**config.mk**
```make
export PLATFORM = sky130hd
export DESIGN_NAME = mem_port_arbiter
export DESIGN_NICKNAME = d
export VERILOG_FILES = /design/src/rtl/mem_arb_pkg.sv /design/src/rtl/rr_arb2.sv /design/src/rtl/mem_port_arbiter.sv
export SDC_FILE = /design/constraint.sdc
export NUM_CORES = 1
export LEC_CHECK = 0
export ABC_CLOCK_PERIOD_IN_PS = 3600
export BUFFER_PORTS_ARGS = -buffer_cell sky130_fd_sc_hd__buf_2
export CAP_MARGIN = 20
export CORE_AREA = 2 2 110 112
export DETAILED_ROUTE_END_ITERATION = 10
export DIE_AREA = 0 0 112 114
export HOLD_SLACK_MARGIN = 0.02
export PLACE_DENSITY = 0.81
export REMOVE_ABC_BUFFERS = 1
export SLEW_MARGIN = 40
export SYNTH_ARGS = -nofsm -noshare
export SYNTH_HDL_FRONTEND = slang
export SYNTH_SLANG_ARGS = --single-unit
```
**constraint.sdc**
```tcl
create_clock -name clk -period 3.6 [get_ports clk]
set_input_delay 0.9 -clock clk [delete_from_list [all_inputs] [get_ports clk]]
set_output_delay 0.9 -clock clk [all_outputs]
set_load 0.005 [all_outputs]
```
**src/rtl/mem_arb_pkg.sv**
```systemverilog
// mem_arb_pkg: shared types and constants for the main-memory port arbiter.
//   state_e  : arbiter FSM states (IDLE, ACCESS, DONE)
//   REQ_IF   : requester id of the instruction-fetch cache controller
//   REQ_MA   : requester id of the memory-access-stage cache controller
//   CNT_W    : width of the memory latency counter (MEM_LATENCY <= 15)
package mem_arb_pkg;

    typedef enum logic [1:0] {
        IDLE   = 2'd0,
        ACCESS = 2'd1,
        DONE   = 2'd2
    } state_e;

    localparam logic REQ_IF = 1'b0;
    localparam logic REQ_MA = 1'b1;

    localparam int CNT_W = 4;

endpackage

```
**src/rtl/rr_arb2.sv**
```systemverilog
// rr_arb2: two-input round-robin grant with a last-grant register.
//   clk      : system clock, rising edge
//   rst_n    : asynchronous active-low reset (last grant -> REQ_IF)
//   req_i    : request vector, bit REQ_IF / bit REQ_MA
//   accept_i : strobe, the current grant is taken and becomes the last grant
//   gnt_o    : id of the winning requester (valid when any req_i bit is set)
module rr_arb2 (
    input  logic       clk,
    input  logic       rst_n,
    input  logic [1:0] req_i,
    input  logic       accept_i,
    output logic       gnt_o
);
    import mem_arb_pkg::*;

    logic last_q, last_d;

    // A tie goes to whoever was not served last; a lone request wins outright.
    always_comb begin
        gnt_o  = (req_i[REQ_IF] && req_i[REQ_MA]) ? ~last_q : req_i[REQ_MA];
        last_d = accept_i ? gnt_o : last_q;
    end

    always_ff @(posedge clk or negedge rst_n) begin
        if (!rst_n) last_q <= REQ_IF;
        else        last_q <= last_d;
    end

endmodule

```
**src/rtl/mem_port_arbiter.sv**
```systemverilog
// mem_port_arbiter: shares the main-memory word port between the IF (read-only)
// and MA (read/write) cache controllers with round-robin fairness.
//   clk, rst_n                 : clock, asynchronous active-low reset
//   if_req_i / if_addr_i       : IF read request and word address
//   if_ready_o / if_rdata_o    : IF completion pulse and held read data
//   ma_req_i, ma_we_i          : MA request and write select
//   ma_addr_i, ma_wdata_i      : MA address and write data
//   ma_ready_o / ma_rdata_o    : MA completion pulse and held read data
//   mem_addr_o, mem_we_o       : memory address and write strobe
//   mem_wdata_o, mem_rdata_i   : memory write data and read data
//   busy_o                     : transfer in progress (ACCESS or DONE)
//   grant_ma_o                 : current or last owner (1 = MA, 0 = IF)
module mem_port_arbiter #(
    parameter int MEM_LATENCY = 4,
    parameter int ADDR_W      = 32,
    parameter int DATA_W      = 32
) (
    input  logic              clk,
    input  logic              rst_n,
    input  logic              if_req_i,
    input  logic [ADDR_W-1:0] if_addr_i,
    output logic              if_ready_o,
    output logic [DATA_W-1:0] if_rdata_o,
    input  logic              ma_req_i,
    input  logic              ma_we_i,
    input  logic [ADDR_W-1:0] ma_addr_i,
    input  logic [DATA_W-1:0] ma_wdata_i,
    output logic              ma_ready_o,
    output logic [DATA_W-1:0] ma_rdata_o,
    output logic [ADDR_W-1:0] mem_addr_o,
    output logic              mem_we_o,
    output logic [DATA_W-1:0] mem_wdata_o,
    input  logic [DATA_W-1:0] mem_rdata_i,
    output logic              busy_o,
    output logic              grant_ma_o
);
    import mem_arb_pkg::*;

    localparam logic [CNT_W-1:0] CNT_LOAD = CNT_W'(MEM_LATENCY - 1);

    state_e            state_q, state_d;
    logic [CNT_W-1:0]  cnt_q, cnt_d;
    logic [ADDR_W-1:0] addr_q, addr_d;
    logic [DATA_W-1:0] wdata_q, wdata_d;
    logic [DATA_W-1:0] if_rdata_q, if_rdata_d;
    logic [DATA_W-1:0] ma_rdata_q, ma_rdata_d;
    logic              we_q, we_d;
    logic              owner_q, owner_d;
    logic              gnt;
    logic              accept;
    logic              last_cyc;

    // Requests only count while the port is free.
    assign accept   = (state_q == IDLE) && (if_req_i || ma_req_i);
    assign last_cyc = (state_q == ACCESS) && (cnt_q == '0);

    rr_arb2 u_rr (
        .clk      (clk),
        .rst_n    (rst_n),
        .req_i    ({ma_req_i, if_req_i}),
        .accept_i (accept),
        .gnt_o    (gnt)
    );

    always_comb begin
        state_d    = state_q;
        cnt_d      = cnt_q;
        addr_d     = addr_q;
        wdata_d    = wdata_q;
        we_d       = we_q;
        owner_d    = owner_q;
        if_rdata_d = if_rdata_q;
        ma_rdata_d = ma_rdata_q;
        case (state_q)
            IDLE: begin
                if (accept) begin
                    state_d = ACCESS;
                    owner_d = gnt;
                    addr_d  = (gnt == REQ_MA) ? ma_addr_i : if_addr_i;
                    // IF is read-only, so its transfers never write.
                    we_d    = (gnt == REQ_MA) && ma_we_i;
                    wdata_d = ma_wdata_i;
                    cnt_d   = CNT_LOAD;
                end
            end
            ACCESS: begin
                if (last_cyc) begin
                    state_d = DONE;
                    // Memory data is valid only in the last ACCESS cycle.
                    if (!we_q && owner_q == REQ_MA) ma_rdata_d = mem_rdata_i;
                    if (!we_q && owner_q == REQ_IF) if_rdata_d = mem_rdata_i;
                end else begin
                    cnt_d = cnt_q - 1'b1;
                end
            end
            DONE:    state_d = IDLE;
            default: state_d = IDLE;
        endcase
    end

    always_ff @(posedge clk or negedge rst_n) begin
        if (!rst_n) begin
            state_q    <= IDLE;
            cnt_q      <= '0;
            addr_q     <= '0;
            wdata_q    <= '0;
            we_q       <= 1'b0;
            owner_q    <= REQ_IF;
            if_rdata_q <= '0;
            ma_rdata_q <= '0;
        end else begin
            state_q    <= state_d;
            cnt_q      <= cnt_d;
            addr_q     <= addr_d;
            wdata_q    <= wdata_d;
            we_q       <= we_d;
            owner_q    <= owner_d;
            if_rdata_q <= if_rdata_d;
            ma_rdata_q <= ma_rdata_d;
        end
    end

    // The write strobe is a single pulse at the end of the access window.
    assign mem_we_o    = last_cyc && we_q;
    assign mem_addr_o  = addr_q;
    assign mem_wdata_o = wdata_q;
    assign busy_o      = (state_q != IDLE);
    assign grant_ma_o  = owner_q;
    assign if_ready_o  = (state_q == DONE) && (owner_q == REQ_IF);
    assign ma_ready_o  = (state_q == DONE) && (owner_q == REQ_MA);
    assign if_rdata_o  = if_rdata_q;
    assign ma_rdata_o  = ma_rdata_q;

endmodule

```
==> results.md <==
- Prevailing post-synth register cell: dfrtp_1
- Die extent in x: 112 um
- Mux share of post-synthesis cell area: 0.2160
- Core region area: 11710 sq um
- CTS buffer count: 17
- Pin count of the biggest net entering global routing: 73
- Floorplan die height: 114 um
- Number of antenna violations at the first check in global routing: 0
- H-Tree Level Count: 4
- Most frequent cells in the layout: buf_2, dfrtp_1, mux2_2
- Post-detail-place hpwl: 10.34 mm
- Warnings from Yosys: 0
- Buffers on Ports: 265
- Count of unresolved DRC violations after routing: 0
- Max stage delay on crit path: 0.43 ns
- Avg Vias per Cell: 5.235
- Shortest period the worst path allows: 2.789 ns
- Slew headroom: 0.5572
- Number of setup buffers added after CTS: 0
- Adder-cell area share of the yosys netlist: 0.004413
- Peak VDD IR: 0.0005629 V
- Area Overhead vs Synth: 34.18%
- Critical path fanouts, max: 6
- # nets final: 825
- Final hold viol count: 0
- Highest attainable clock frequency: 0.3585 GHz
- # Max-Cap Violations: 0
- Hold-fix buffer count after cts: 0
- Count of antenna diodes in the layout: 0
- Outcome: completed
- Buffer cell driving the clock tree root: clkbuf_16
- CTS resizes: 0
- Crit path kind: flip-flop to output pin
- First-pass iteration count of the detailed router: 4
- Max stage delay cell, worst path: or3b_4
- Clock Skew: 0.005860 ns
- Required time of the worst setup path: 2.70 ns
- Clock Path Buffers: 2
- Number of distinct standard cells referenced by the synthesized netlist: 34
- CTS tree: done
- Fillcell total: 896
- Top delay family on crit path: simple AND/OR/NAND/NOR gates
- Clock Latency Late Sink: 0.41 ns
- Post-DRT Antenna Nets: 0
- Wire length of the first global-routing pass: 22.86 mm
- FF+latch count, synth: 136
- Synth Area in XOR/XNOR: 0
- Count of buffer and inverter cells on the critical path: 2
- Unrepaired setup endpoints after global routing: no
- GPL Wtd Cong: 0.8229
- Final-layout setup total negative slack: 0 ns
- Die area: 12770 sq um
- Number of cell rows: 40
- Final setup violating endpoints: 0
- Flop-to-flop setup slack: 1.18 ns
- Number of global-route vias before repair: 4454
- TritonCTS sink count: 136
- Total Wirelength: 14.42 mm
- Simple logic cell fraction of the synthesized area: 0.06531
- Total power divided by cell area: 904.3 nW/um^2
- Tightest Pin Transition: 0.6641 ns
- Critical Path, Cell by Cell: inv_1, ha_1, or3b_4, nor2_1, and2_1, buf_2
- Class of the tightest hold or removal check: input port to async pin
- Number of synthesized flops with an enable pin: 0
- Post-DR wirelength/cell: 16.97 um
- Dominant combinational cell family by area after synthesis: multiplexers
- Io pins: 266
- All-layer global routing usage: 0.2276
- Data arrival at the endpoint of the critical path: 1.89 ns
- Number of vias in the routed layout: 4450
- Mean Syn Cell Area: 13.22 sq um
- Share of the cycle needed by the critical path after routing: 0.7748
- Ratio of cells with drive above 1 in the final layout: 0.5804
- Number of max-slew violations in the final report: 0
- Global route overflow: 0
- Critical path endpoint category: output pin
- Complex-gate fraction of the synthesized area: 0.07657
- Post-synth design cell area: 5670 sq um
- Leading cell type in the layout, fill and taps excluded: buf_2
- 1st-iter DRT viols: 318
- Startpoint Class: flip-flop
- Clock transition at path regs: 0.06 ns
- Proportion of synthesized chip area in sequential cells: 0.6002
- Initial core utilization: 0.4842
- P_leak: 3.839 nW
- Final core utilization: 0.6497
- Cells after Synth: 429
- Fraction of registers with async set or reset after synthesis: 1.000
[cell families (layout without fill, tap and decap cells)]
family	count (synthesis)	after routing
compound gates	75	75
fa+ha+maj	2	2
buf+inv	34	308
flops	136	136
mux	99	99
simple gates	83	83
[power breakdown]
group | leakage (nW) | switching, mW | internal, mW | total (mW)
clock network | 0.271 | 0.637 | 0.949 | 1.59
logic | 1.99 | 1.10 | 1.41 | 2.51
registers | 1.58 | 0.467 | 2.32 | 2.78
[sequential cells by signal (all words and copies together) (netlist names)]
register and flops:
ma_rdata_o 32, mem_addr_o 32, state_q 2, we_q 1
cnt_q 4, grant_ma_o 1, if_rdata_o 32, mem_wdata_o 32
[cell usage after synthesis (2+ instances only)]
cell type    n  area share
dfrtp_1    136        0.60
mux2_2      66        0.13
nand2_1     64       0.042
a21oi_1     34       0.030
a31oi_1     32       0.035
mux2_4      30       0.079
clkbuf_1    15      0.0099
buf_2        5      0.0044
inv_1        5      0.0033
buf_6        4      0.0079
o21ai_0      4      0.0035
buf_12       3       0.011
nor3_1       3      0.0026
and2_1       2      0.0022
buf_1        2      0.0013
ha_1         2      0.0044
mux2i_1      2      0.0035
nor2_1       2      0.0013
or2_2        2      0.0022
or4_1        2      0.0026
[worst register-to-register path: stages, from the launching register on]
cell     delay [ns]
dfrtp_1        0.40
inv_1          0.09
ha_1           0.19
or3b_4         0.43
or4b_4         0.80
mux2_4         0.40
[layer usage]
metal / GRT usage / wire, um / vias to the layer above
li1: - / - / 2037
met1: 0.2800 / 5751 / 2167
met3: 0.05632 / 1070 / 19
met5: 0 / 0 / -
met2: 0.3863 / 7381 / 227
met4: 0.09675 / 221 / 0
[final cells by class]
cell class / count / area (sq um) / share of cell area
clock buffers: 21 / 480.5 / 0.06315
clock inverters: 11 / 70.07 / 0.009209
inverters: 5 / 18.77 / 0.002467
multi-input cells: 259 / 2062 / 0.2710
flip-flops and latches: 136 / 3403 / 0.4473
well taps: 147 / 183.9 / 0.02417
repair buffers: 271 / 1390 / 0.1827
[final timing paths]
check,startpoint,end,depth (start not counted)
worst min register to register,if_rdata_o[9],if_rdata_o[9],1
max in group asynchronous,rst_n,ma_rdata_o[1],2
min in group clk,if_rdata_o[9],if_rdata_o[9],1
worst max register to register,cnt_q[0],ma_rdata_o[1],5
worst min-delay path,rst_n,if_rdata_o[5],1
worst max-delay path,cnt_q[0],mem_we_o,6
[metrics by stage]
stage	area [sq um]	instances	hold slack [ns]	setup WS, ns	power (mW)
2_1_floorplan	5477	400	0.4733	0.01449	4.077
3_3_place_gp	7058	818	0.4815	0.8990	5.182
3_5_place_dp	7058	818	0.4878	0.8457	5.322
4_1_cts	7609	850	0.5005	0.7734	6.933
5_1_grt	7609	850	0.5085	0.6937	7.303
6_report	7609	850	0.4783	0.8107	6.881
Power figures use the tool's default switching activity.
